--- src/rtl/boot_loader_ctrl.sv ---
// boot_loader_ctrl
//
// Sits between the UART receiver and the CPU core. It accepts a framed program image one byte
// at a time and assembles 32-bit little-endian words. Each word is written to instruction
// memory, and the frame checksum is checked at the end. The core is held in reset until a clean
// load completes, then run_flag is raised.
//
// Frame: 0xA5, LEN_LO, LEN_HI, 4*N data bytes (LSB first per word), CHK.
// CHK is the XOR of the LEN bytes and every data byte.
//
// Parameters
//   ADDR_WIDTH     : instruction-memory word-address width (capacity 2^ADDR_WIDTH words)
//   TIMEOUT_CYCLES : max idle clocks between consecutive frame bytes once a frame has started
//
// Ports
//   clk        in   system clock
//   reset      in   synchronous, active-high reset
//   rx_data    in   received byte
//   rx_valid   in   one-cycle strobe qualifying rx_data
//   imem_we    out  instruction-memory write enable (one-cycle pulse)
//   imem_addr  out  word address of the write
//   imem_wdata out  instruction word to write
//   cpu_rst    out  active-high hold on the core, high while not running
//   run_flag   out  program loaded and verified, core running
//   load_error out  sticky bad-frame indication, cleared by a new sync byte

module boot_loader_ctrl #(
  parameter int unsigned ADDR_WIDTH     = 10,
  parameter int unsigned TIMEOUT_CYCLES = 1_000_000
) (
  input  logic                  clk,
  input  logic                  reset,
  input  logic [7:0]            rx_data,
  input  logic                  rx_valid,
  output logic                  imem_we,
  output logic [ADDR_WIDTH-1:0] imem_addr,
  output logic [31:0]           imem_wdata,
  output logic                  cpu_rst,
  output logic                  run_flag,
  output logic                  load_error
);

  localparam logic [7:0]  SyncByte = 8'hA5;
  // One extra bit so a full-capacity image (N = 2^ADDR_WIDTH) counts to N without wrapping.
  localparam int unsigned CntW     = ADDR_WIDTH + 1;
  localparam int unsigned TimerW   = $clog2(TIMEOUT_CYCLES + 1);
  localparam logic [16:0] MaxWords = 17'(1) << ADDR_WIDTH;
  localparam logic [TimerW-1:0] TimerLast = TimerW'(TIMEOUT_CYCLES - 1);

  typedef enum logic [2:0] {
    StIdle,
    StLenLo,
    StLenHi,
    StData,
    StChk,
    StRun,
    StError
  } state_e;

  state_e            state_q, state_d;
  logic [15:0]       len_q, len_d;
  logic [CntW-1:0]   word_cnt_q, word_cnt_d;
  logic [1:0]        byte_cnt_q, byte_cnt_d;
  // Holds the three lower bytes of the word being assembled. The 4th byte goes straight to
  // the write data.
  logic [23:0]       asm_q, asm_d;
  logic [7:0]        chk_q, chk_d;
  logic [TimerW-1:0] timer_q, timer_d;

  logic                  we_q, we_d;
  logic [ADDR_WIDTH-1:0] addr_q, addr_d;
  logic [31:0]           wdata_q, wdata_d;
  logic                  cpu_rst_q, cpu_rst_d;
  logic                  run_q, run_d;
  logic                  err_q, err_d;

  logic        in_frame;
  logic        timeout;
  logic        is_sync;
  logic [15:0] len_full;
  logic [16:0] next_word;

  // The inter-byte timer only runs while a frame is in progress.
  assign in_frame  = (state_q == StLenLo) || (state_q == StLenHi) ||
                     (state_q == StData)  || (state_q == StChk);
  assign timeout   = in_frame && (timer_q == TimerLast);
  assign is_sync   = rx_valid && (rx_data == SyncByte);
  assign len_full  = {rx_data, len_q[7:0]};
  assign next_word = 17'(word_cnt_q) + 17'd1;

  always_comb begin
    state_d    = state_q;
    len_d      = len_q;
    word_cnt_d = word_cnt_q;
    byte_cnt_d = byte_cnt_q;
    asm_d      = asm_q;
    chk_d      = chk_q;
    timer_d    = '0;
    we_d       = 1'b0;
    addr_d     = addr_q;
    wdata_d    = wdata_q;
    cpu_rst_d  = cpu_rst_q;
    run_d      = run_q;
    err_d      = err_q;

    if (in_frame && !rx_valid) begin
      timer_d = timer_q + TimerW'(1);
    end

    if (timeout) begin
      // A byte arriving on the same edge is dropped; the timeout takes priority.
      state_d = StError;
      err_d   = 1'b1;
      timer_d = '0;
    end else begin
      unique case (state_q)
        StIdle: begin
          if (is_sync) begin
            chk_d      = '0;
            word_cnt_d = '0;
            byte_cnt_d = '0;
            state_d    = StLenLo;
          end
        end

        StLenLo: begin
          if (rx_valid) begin
            len_d[7:0] = rx_data;
            chk_d      = chk_q ^ rx_data;
            state_d    = StLenHi;
          end
        end

        StLenHi: begin
          if (rx_valid) begin
            len_d[15:8] = rx_data;
            chk_d       = chk_q ^ rx_data;
            if ({1'b0, len_full} > MaxWords) begin
              state_d = StError;
              err_d   = 1'b1;
            end else if (len_full == 16'd0) begin
              state_d = StChk;
            end else begin
              state_d = StData;
            end
          end
        end

        StData: begin
          if (rx_valid) begin
            chk_d      = chk_q ^ rx_data;
            byte_cnt_d = byte_cnt_q + 2'd1;
            if (byte_cnt_q == 2'd3) begin
              we_d       = 1'b1;
              addr_d     = word_cnt_q[ADDR_WIDTH-1:0];
              wdata_d    = {rx_data, asm_q};
              word_cnt_d = word_cnt_q + CntW'(1);
              if (next_word == {1'b0, len_q}) begin
                state_d = StChk;
              end
            end else begin
              asm_d = {rx_data, asm_q[23:8]};
            end
          end
        end

        StChk: begin
          if (rx_valid) begin
            if (rx_data == chk_q) begin
              state_d   = StRun;
              run_d     = 1'b1;
              cpu_rst_d = 1'b0;
            end else begin
              state_d = StError;
              err_d   = 1'b1;
            end
          end
        end

        // Only reset leaves RUN.
        StRun: begin
          state_d = StRun;
        end

        StError: begin
          if (is_sync) begin
            err_d      = 1'b0;
            chk_d      = '0;
            word_cnt_d = '0;
            byte_cnt_d = '0;
            state_d    = StLenLo;
          end
        end

        default: begin
          state_d = StIdle;
        end
      endcase
    end
  end

  always_ff @(posedge clk) begin
    if (reset) begin
      state_q    <= StIdle;
      len_q      <= '0;
      word_cnt_q <= '0;
      byte_cnt_q <= '0;
      asm_q      <= '0;
      chk_q      <= '0;
      timer_q    <= '0;
      we_q       <= 1'b0;
      addr_q     <= '0;
      wdata_q    <= '0;
      cpu_rst_q  <= 1'b1;
      run_q      <= 1'b0;
      err_q      <= 1'b0;
    end else begin
      state_q    <= state_d;
      len_q      <= len_d;
      word_cnt_q <= word_cnt_d;
      byte_cnt_q <= byte_cnt_d;
      asm_q      <= asm_d;
      chk_q      <= chk_d;
      timer_q    <= timer_d;
      we_q       <= we_d;
      addr_q     <= addr_d;
      wdata_q    <= wdata_d;
      cpu_rst_q  <= cpu_rst_d;
      run_q      <= run_d;
      err_q      <= err_d;
    end
  end

  assign imem_we    = we_q;
  assign imem_addr  = addr_q;
  assign imem_wdata = wdata_q;
  assign cpu_rst    = cpu_rst_q;
  assign run_flag   = run_q;
  assign load_error = err_q;

endmodule

--- config.mk ---
export PLATFORM = sky130hd
export DESIGN_NAME = boot_loader_ctrl
export DESIGN_NICKNAME = d
export VERILOG_FILES = /design/src/rtl/boot_loader_ctrl.sv
export SDC_FILE = /design/constraint.sdc
export NUM_CORES = 1
export LEC_CHECK = 0
export ABC_AREA = 1
export BUFFER_PORTS_ARGS = -buffer_cell sky130_fd_sc_hd__buf_2
export CORE_ASPECT_RATIO = 2
export CORE_UTILIZATION = 50
export CTS_BUF_LIST = sky130_fd_sc_hd__clkbuf_4
export CTS_CLUSTER_DIAMETER = 80
export CTS_CLUSTER_SIZE = 16
export DETAILED_ROUTE_END_ITERATION = 8
export PLACE_DENSITY = 0.66
export SLEW_MARGIN = 30
export SYNTH_ARGS = -nofsm -noshare
export SYNTH_HDL_FRONTEND = slang
export SYNTH_SLANG_ARGS = --single-unit
--- constraint.sdc ---
create_clock -name clk -period 2.7 [get_ports clk]
set_clock_uncertainty 0.2 [all_clocks]
set_input_delay 0.405 -clock clk [delete_from_list [all_inputs] [get_ports clk]]
set_output_delay 0.405 -clock clk [all_outputs]
set_load 0.01 [all_outputs]
# ---- Word-level counts from Yosys, hierarchy flattened
# Index checks and enable logic that the tools add are counted.
dict set report totals {
  reg_bits 130
  wordCells 113
  in_bits 11
}
dict set report op_classes {
  n_addsub 4
  n_eq_ne 29
  n_bitwise 6
  magnitude_cmp 1
  mux 30
  reduce_logical 28
}
# op n
set ops {}
lappend ops {{11-bit 2-to-1 mux} 3}
lappend ops {{3-bit 2-to-1 mux} 10}
lappend ops {{11-bit case mux with 2 select lines} 1}
lappend ops {{20-bit by 1-bit adder with 20-bit output (second input constant)} 1}
lappend ops {{20-bit == test (second input constant)} 1}
lappend ops {{4-bit AND reduction} 5}
lappend ops {{3-bit inequality test (second input constant)} 6}
lappend ops {{3-bit case mux with 6 select lines} 1}
lappend ops {{12-bit by 16-bit == test with 1-bit output} 1}
lappend ops {{16-bit by 11-bit greater-than comparator with 1-bit output (second input constant)} 1}
lappend ops {{16-bit logical NOT} 1}
lappend ops {{8-bit 2-to-1 mux} 2}
lappend ops {{8-bit case mux with 2 select lines} 1}
lappend ops {{7-bit AND reduction} 2}
lappend ops {{11-bit by 1-bit adder with 12-bit output (second input constant)} 1}
lappend ops {{11-bit by 1-bit adder with 11-bit output (second input constant)} 1}
lappend ops {{3-bit == test (second input constant)} 3}
lappend ops {{3-bit by 2-bit inequality test with 1-bit output (second input constant)} 3}
lappend ops {{8-bit == test} 1}
lappend ops {{8-bit == test (second input constant)} 1}
lappend ops {{2-bit by 1-bit inequality test with 1-bit output (second input constant)} 4}
lappend ops {{2-bit inequality test (second input constant)} 4}
lappend ops {{8-bit bitwise XOR} 1}
lappend ops {{1-bit 2-to-1 mux} 7}
lappend ops {{21 further kinds} 36}

# ---- Longest topological paths before layout
# Gate-level depths: netlist (run 1).
dict set report logic_depth {
  ltp_word 7
  depth_mapped 16
  ltp_nobuf 16
}

# ---- Least setup slack after synthesis (run 1)
# OpenSTA, ideal clock, no wires.
dict set report synth_timing {
  kind {reg-to-reg}
  start {register timer_q[0]}
  end {register timer_q[16]}
  t_required_ns 2.383
  arrival_time_ns 1.656
  synth_period_minus_slack_ns 1.974
  path_slack_ns 0.726
  stages_incl_launch_ff 12
  path_buffers 1
  cell_sequence {dfxtp_1 ha_1 nand2_1 nor2_4 nand3_2 nor2_4 nand4_4 nand2_1 inv_1 nand2_1 buf_2 nor2_1}
}
dict set report synth_via {
  elab_chain_cells 3
  word_cells_on_any_way 4
  cone_classes {add/sub: 1; eq/ne: 1; reduce/logical: 2}
}
# item line
set synth_rtl {}
lappend synth_rtl {{start, declared} 68} ;# logic [TimerW-1:0] timer_q, timer_d;
lappend synth_rtl {{start signal, assigned} 224} ;# timer_q <= timer_d;
lappend synth_rtl {{parallel branches: the longest is 3 deep, another holds 20-bit by 1-bit adder with 20-bit output} -}
# Parallel ways; which one is timed is not known.
# A chain may end at the register's enable or synchronous reset.

# ---- Worst setup path after layout (run 1)
dict set report layout_timing {
  start {register timer_q[0]}
  end {register wdata_q[24], in the netlist imem_wdata[24]}
}
dict set report layout_via {
  elab_chain_cells 4
}
# item line
set layout_rtl {}
lappend layout_rtl {{20-bit == test} 86} ;# assign timeout = in_frame && (timer_q == TimerLast);
lappend layout_rtl {{1-bit logical AND} 86}
lappend layout_rtl {{1-bit NOT (no line)} -}
lappend layout_rtl {{4-bit AND reduction (no line)} -}
lappend layout_rtl {{end signal, assigned} 227} ;# wdata_q <= wdata_d;
lappend layout_rtl {{end, declared} 72} ;# logic [31:0] wdata_q, wdata_d;
# No other way between the ends.

==> results of run 1 <==
-- area by class of cell --
type	instances	area, sq um
Multi-Input combinational cell	512	2630
Inverter	95	359
Clock buffer	17	128
Fill cell	1094	4750
Antenna cell	1	2.50
Tap cell	142	178
Clock inverter	15	168
Timing Repair Buffer	72	463
Sequential cell	130	2600
-- how the worst min path moves through the flow --
stage	startpoint	end	slack (ps)	cells past startpoint
CTS	rx_data[6]	asm_q[22]	2	3
floorplan	len_q[13]	len_q[13]	230	2
global route	rx_data[3]	asm_q[19]	30	3
detailed placement	asm_q[1]	asm_q[1]	250	2
finish	rx_data[6]	asm_q[22]	30	3
global placement	len_q[13]	len_q[13]	240	2
-- worst register-to-register path, stage by stage (launching register included) --
cell and delay [ps]:
dfxtp_1 390, ha_1 180, nand2_1 100, nor2_4 130, nand3_2 110, nor2_4 140
nand4_4 160, nand2_2 240, inv_4 160, buf_12 220, o21ai_0 200, a21oi_1 50
-- metrics by stage --
step	total power [mW]	cell area, sq um	hold slack (ps)	utilization, %	std cells
finish	4.03	6530	30.4	57.9	984
global route	4.22	6530	31.9	57.9	984
CTS	4.05	6530	2.02	57.8	983
detailed placement	2.68	6180	246	54.8	946
global placement	2.67	6180	237	54.8	946
floorplan	2.50	5790	229	-	770
-- cell families after synthesis --
group | after synthesis | synth area share (%)
and+or+nand+nor | 274 | 23.0
AOI/OAI and AO/OA | 222 | 19.9
DFF | 130 | 45.0
buffers and inverters | 128 | 9.51
xor gates and xnor gates | 13 | 1.97
adders and majority gates | 3 | 0.649
-- layer usage --
layer,global-route usage (%),wire length (microns),part of all wire (%)
met1,24.8,5360,37
met2,46.9,7870,54
met3,5.28,538,3.7
met4,17.0,815,5.6
met5,0,0,0
-- state kept, by name, indices dropped and copies added, names as in the netlist --
signal / cells
len_q: 16
load_error: 1
cpu_rst: 1
word_cnt_q: 11
timer_q: 20
asm_q: 24
chk_q: 8
state_q: 3
imem_wdata: 32
imem_addr: 10
byte_cnt_q: 2
run_flag: 1
imem_we: 1
-- report_power, final --
part,internal [mW],switching (mW),total (mW)
Clock,0.570,0.804,1.37
Combinational,0.191,0.409,0.599
Sequential,1.98,0.0690,2.05
Total,2.74,1.28,4.03
-- layout by cell type (no fill, tap or decap), types with 3 or more instances in the layout --
| master | n |
|---|---|
| clkinv_4 | 3 |
| nand3_1 | 44 |
| ha_1 | 3 |
| nor2_1 | 58 |
| o21ai_1 | 17 |
| inv_2 | 12 |
| inv_6 | 7 |
| nand3_2 | 3 |
| o21ai_0 | 82 |
| buf_4 | 7 |
| nand2_2 | 9 |
| xnor2_1 | 6 |
| nand2_1 | 111 |
| clkbuf_4 | 17 |
| nand4_1 | 13 |
| buf_12 | 4 |
| inv_1 | 82 |
| a211oi_2 | 3 |
| a21oi_1 | 115 |
| nor3b_1 | 4 |
| buf_2 | 56 |
| dlygate4sd3_1 | 5 |
| nor3_1 | 8 |
| dfxtp_1 | 130 |
| nor2_2 | 9 |
| xor2_1 | 7 |
| nor2_4 | 6 |
-- timing repair --
item / in CTS / in global routing
endpoints found under the setup margin: 0 / 6
hold buffers: 5 / 0
resized for setup: 0 / 2
hold endpoints to repair: 7 / 0
==> metrics.md, run 1 <==
| Metric | Value |
|---|---|
| Worst path slowest cell | `dfxtp_1` |
| Syn_area_per_cell | `7.52 sq um` |
| Main flop type after synthesis | `dfxtp_1` |
| Final WL | `14.6 mm` |
| Yosys reg bits | `130` |
| Setup crit start | `timer_q[0]` |
| Via count | `5326` |
| Fmax | `0.422 GHz` |
| Root buffer cell | `clkbuf_4` |
| Asr flop ratio synth | `0%` |
| Ys Warns | `0` |
| Critical Path RT | `2950 ps` |
| Rows | `55` |
| CP Capture Type | `register` |
| Top cell type's share of synthesized area | `45.0%` |
| Fin crit share | `~88%` |
| Count leader, synth | `dfxtp_1` |
| Die height | `between 150 and 200 microns` |
| TNS Setup | `0 ps` |
| Clock-pin slew on the worst setup and hold paths | `about 120 ps` |
| Critical Path Fanout Max | `49` |
| Sink Count | `130` |
| Static leakage | `2.64 nW` |
| Minimum clock period | `around 2400 ps` |
| Total CTS buffers | `17` |
| Post-Syn Area | `5790 sq um` |
| First-pass GRT wire length | `23.6 mm` |
| Critical path's largest stage delay | `390 ps` |
| Measured slew at the worst slew-check pin | `around 540 ps` |
| Worst setup margin | `between 300 and 400 ps` |
| Outcome | `complete, no violations` |
| Post-synthesis sequential area ratio | `between 40 and 50%` |
| # setup viols final | `0` |
| Vias per inst | `5.41` |
| Post-synth top area cell | `dfxtp_1` |
| PwrDens | `616 nW/um^2` |
| Startpoint Class | `register` |
| Die area | `12000 sq um` |
| Max_slew headroom | `64.3%` |
| Worst min-delay path category | `in -> reg` |
| Post-synth net total | `slightly below 800` |
| Postcts setup bufs | `0` |
| Pre-CTS WS | `204 ps` |
| PortBufs | `56` |
| Worst-path cell chain | `ha_1 > nand2_1 > nor2_4 > nand3_2 > nor2_4 > nand4_4 > nand2_2 > inv_4 > buf_12 > o21ai_0 > a21oi_1` |
| Crit path DAT | `around 2600 ps` |
| Final Hold Fails | `0` |
| Initial Util | `between 50% and 60%` |
| Critical path class | `reg -> reg` |
| FF-to-FF Start | `timer_q[0]` |
| Max cap viols | `0` |
| Area growth, synth to finish | `12.9%` |
| Post-synth top cells | `dfxtp_1 (130), a21oi_1 (115), nand2_1 (111)` |
| Reg2Reg Depth | `11` |
| DR iter-0 viols | `281` |
| Core area | `between 10000 and 15000 sq um` |
| Gate count of the mapped netlist | `770` |
| Post-route DRC violation count | `0` |
| Clk_lat worst skew | `560 ps` |
| End of the critical path | `imem_wdata[24]` |
| HPWL Detailed | `about 11 mm` |
| VDD IR max | `352 uV` |
| Number of gates on the worst path with buffers counted | `11` |
| Top Family by Delay on Critical Path | `simple AND/OR/NAND/NOR gates` |
| Most frequent CP cell | `nor2_4` |
| Final antenna-violating net count | `0` |
| Gpl congestion | `between 0.8 and 0.9` |
| Layout cells sized above 1 | `between 10% and 20%` |
| Global-route usage over all layers | `25.5%` |
| Io pins | `57` |
| Reg2reg setup slack | `330 ps` |
| Vias in the first global route | `5050` |
| Drt wl/cell | `around 15 microns` |
| Nets | `842` |
| R2r endpoint | `imem_wdata[24]` |
| Die X | `78.1 microns` |
| Main area contributors after synthesis | `dfxtp_1 (45%), a21oi_1 (9.9%), nand2_1 (7.2%)` |
| Initial antenna violation count | `1` |
| Synth cell types | `36` |
| CTS tree | `yes` |
| Post-synth EDFFs | `0` |
| Clk buf depth | `2` |
| Count of pins over their slew limit | `0` |
| Worst path buffer plus inverter count | `2` |
| DRT Pass-1 Iters | `5` |
| Largest net degree at the start of global routing | `93` |
| GRT Residual Overflow | `0` |
| H-tree levels | `4` |
| RSZ-0062 raised after global routing | `false` |
No activity file was read; power rests on OpenSTA's default activity.
==> run 2: changes to the inputs <==
--- a/config.mk
+++ b/config.mk
@@ -7,13 +7,13 @@
 export LEC_CHECK = 0
 export ABC_AREA = 1
 export BUFFER_PORTS_ARGS = -buffer_cell sky130_fd_sc_hd__buf_2
-export CORE_ASPECT_RATIO = 2
-export CORE_UTILIZATION = 50
+export CORE_ASPECT_RATIO = 1.4
+export CORE_UTILIZATION = 60
 export CTS_BUF_LIST = sky130_fd_sc_hd__clkbuf_4
 export CTS_CLUSTER_DIAMETER = 80
 export CTS_CLUSTER_SIZE = 16
 export DETAILED_ROUTE_END_ITERATION = 8
-export PLACE_DENSITY = 0.66
+export PLACE_DENSITY = 0.78
 export SLEW_MARGIN = 30
 export SYNTH_ARGS = -nofsm -noshare
 export SYNTH_HDL_FRONTEND = slang
==> metrics.md, run 2 (synthesis results as in run 1) <==
| Metric | Value |
|---|---|
| Postcts setup bufs | `0 (unchanged)` |
| Layout cells sized above 1 | `17.6% (was 17.7%)` |
| Comb power frac | `14.4% (was 14.9%)` |
| Static leakage | `2.61 nW (was 2.64 nW)` |
| PwrDens | `617 nW/um^2 (was 616 nW/um^2)` |
| Outcome | `complete, no violations (unchanged)` |
| Fillers | `807 (was 1094)` |
| Pre-CTS WS | `338 ps (was 204 ps)` |
| Global-route usage over all layers | `26.6% (was 25.5%)` |
| Final Hold Fails | `0 (unchanged)` |
| Minimum clock period | `2390 ps (was 2370 ps)` |
| Final antenna-violating net count | `0 (unchanged)` |
| # setup viols final | `0 (unchanged)` |
| Startpoint Class | `register (unchanged)` |
| H-tree levels | `4 (unchanged)` |
| CP Capture Type | `register (unchanged)` |
| Rows | `42 (was 55)` |
| Largest net degree at the start of global routing | `91 (was 93)` |
| VDD IR max | `391 uV (was 352 uV)` |
| Number of gates resized after cts | `0 (unchanged)` |
| Net Sw Frac | `30.6% (was 31.8%)` |
| Drt wl/cell | `13.7 microns (was 14.8 microns)` |
| Die X | `85 microns (was 78.1 microns)` |
| Fmax | `0.418 GHz (was 0.422 GHz)` |
| Sequential share of power | `51.7% (was 51.0%)` |
| Worst min-delay path category | `in -> reg (unchanged)` |
| Die height | `118 microns (was 154 microns)` |
| Sink Count | `130 (unchanged)` |
| Worst setup margin | `308 ps (was 328 ps)` |
| Critical path class | `reg -> reg (unchanged)` |
| Via count | `5196 (was 5326)` |
| CTS tree | `yes (unchanged)` |
| DR iter-0 viols | `374 (was 281)` |
| Max FFs per register | `32 (unchanged)` |
| Core area | `9410 sq um (was 11300 sq um)` |
| First-pass GRT wire length | `21.3 mm (was 23.6 mm)` |
| Commonest non-fill, non-tap cells in the layout | `dfxtp_1 (130), a21oi_1 (115), nand2_1 (111), o21ai_0 (82), inv_1 (82) (unchanged)` |
| Sw power | `1.21 mW (was 1.28 mW)` |
| Final WL | `13.0 mm (was 14.6 mm)` |
| Max_slew headroom | `64.5% (was 64.3%)` |
| FF-to-FF Start | `timer_q[0] (unchanged)` |
| Placed Cells | `912 (was 946)` |
| Measured slew at the worst slew-check pin | `531 ps (was 535 ps)` |
| Vias in the first global route | `4767 (was 5050)` |
| RSZ-0062 raised after global routing | `false (unchanged)` |
| Critical Path Fanout Max | `32 (was 49)` |
| Clk_lat worst skew | `510 ps (was 560 ps)` |
| Clock Power Share | `34.0% (was 34.1%)` |
| PortBufs | `56 (unchanged)` |
| Area growth, synth to finish | `11.0% (was 12.9%)` |
| Pint | `2.75 mW (was 2.74 mW)` |
| Vias per inst | `5.49 (was 5.41)` |
| Nets | `836 (was 842)` |
| Worst hold margin | `31.3 ps (was 30.4 ps)` |
| Die area | `10000 sq um (was 12000 sq um)` |
| Fin crit share | `88.6% (was 87.8%)` |
| Critical Path RT | `2950 ps (about the same)` |
| Clock-pin slew on the worst setup and hold paths | `120 ps (about the same)` |
| Io pins | `57 (unchanged)` |
| Count of pins over their slew limit | `0 (unchanged)` |
| Total CTS buffers | `17 (unchanged)` |
| Initial Util | `61.5% (was 51.3%)` |
| Clk buf depth | `2 (unchanged)` |
| Setup crit start | `timer_q[0] (unchanged)` |
| Max cap viols | `0 (unchanged)` |
| Hold Startpoint | `rx_data[5] (was rx_data[6])` |
| Root buffer cell | `clkbuf_4 (unchanged)` |
| Initial antenna violation count | `1 (unchanged)` |
| Overall Power | `3.96 mW (was 4.03 mW)` |
| HPWL Detailed | `9.33 mm (was 10.7 mm)` |
| GRT Residual Overflow | `0 (unchanged)` |
| Gpl congestion | `0.923 (was 0.899)` |
| Most common cell after layout, fill and taps aside | `dfxtp_1 (unchanged)` |
| TNS Setup | `0 ps (unchanged)` |
| Fin cells | `946 (was 984)` |
| Crit path DAT | `2640 ps (was 2620 ps)` |
| DRT Pass-1 Iters | `5 (unchanged)` |
| Post-route DRC violation count | `0 (unchanged)` |
-- run 2: what timing repair did --
action,4_1_cts,5_1_grt
setup endpoints to repair,0,0
hold buffers,1,0
hold endpoints to repair,2,0
-- run 2: worst max-delay path, stage by stage (launching register included) --
cell and delay, ps:
dfxtp_1 390, ha_1 190, nand2_1 110, nor2_4 130, nand3_2 110, nor2_4 140, nand4_4 160, nand2_2 120
inv_2 70, nand2_2 250, buf_12 220, o21ai_0 100, a21oi_1 140
-- run 2: worst paths after layout --
kind               endpoint  slack [ps]  cells past startpoint
max                asm_q[1]         310                     12
min          imem_wdata[29]          30                      3
max reg2reg        asm_q[1]         310                     12
min reg2reg   imem_wdata[1]         260                      2
-- run 2: power by group through the flow --
stage | registers (mW) | clock network (mW) | logic, mW
6_report | 2.05 | 1.35 | 0.569
3_5_place_dp | 2.09 | 0 | 0.561
3_3_place_gp | 2.09 | 0 | 0.546
5_1_grt | 2.06 | 1.46 | 0.639
2_1_floorplan | 2.07 | 0 | 0.432
4_1_cts | 2.05 | 1.37 | 0.564
-- run 2: per-layer routing --
metal / vias up / track usage [%] / wire length, microns / share of wire (%)
met2: 131 / 47.9 / 6690 / 52
met1: 2388 / 30.1 / 5440 / 42
met4: 0 / 12.1 / 323 / 2.5
li1: 2652 / - / - / -
met5: - / 0 / 0 / 0
met3: 25 / 4.75 / 518 / 4.0
-- run 2: layout make-up --
type	count	area (sq um)	share of cell area, %
Multi-Input combinational cell	512	2630	41.0
Inverter	95	357	5.55
Tap cell	110	138	2.14
Sequential cell	130	2600	40.5
Clock inverter	13	151	2.36
Clock buffer	19	143	2.22
Antenna cell	1	2.50	0.0390
Timing Repair Buffer	66	395	6.16
-- run 2: through the flow --
| step | cell area, sq um | util (%) |
|---|---|---|
| after floorplan | 5790 | - |
| after global placement | 6120 | 65.0 |
| after detailed placement | 6120 | 65.0 |
| after CTS | 6420 | 68.2 |
| after global routing | 6420 | 68.3 |
| final | 6420 | 68.3 |
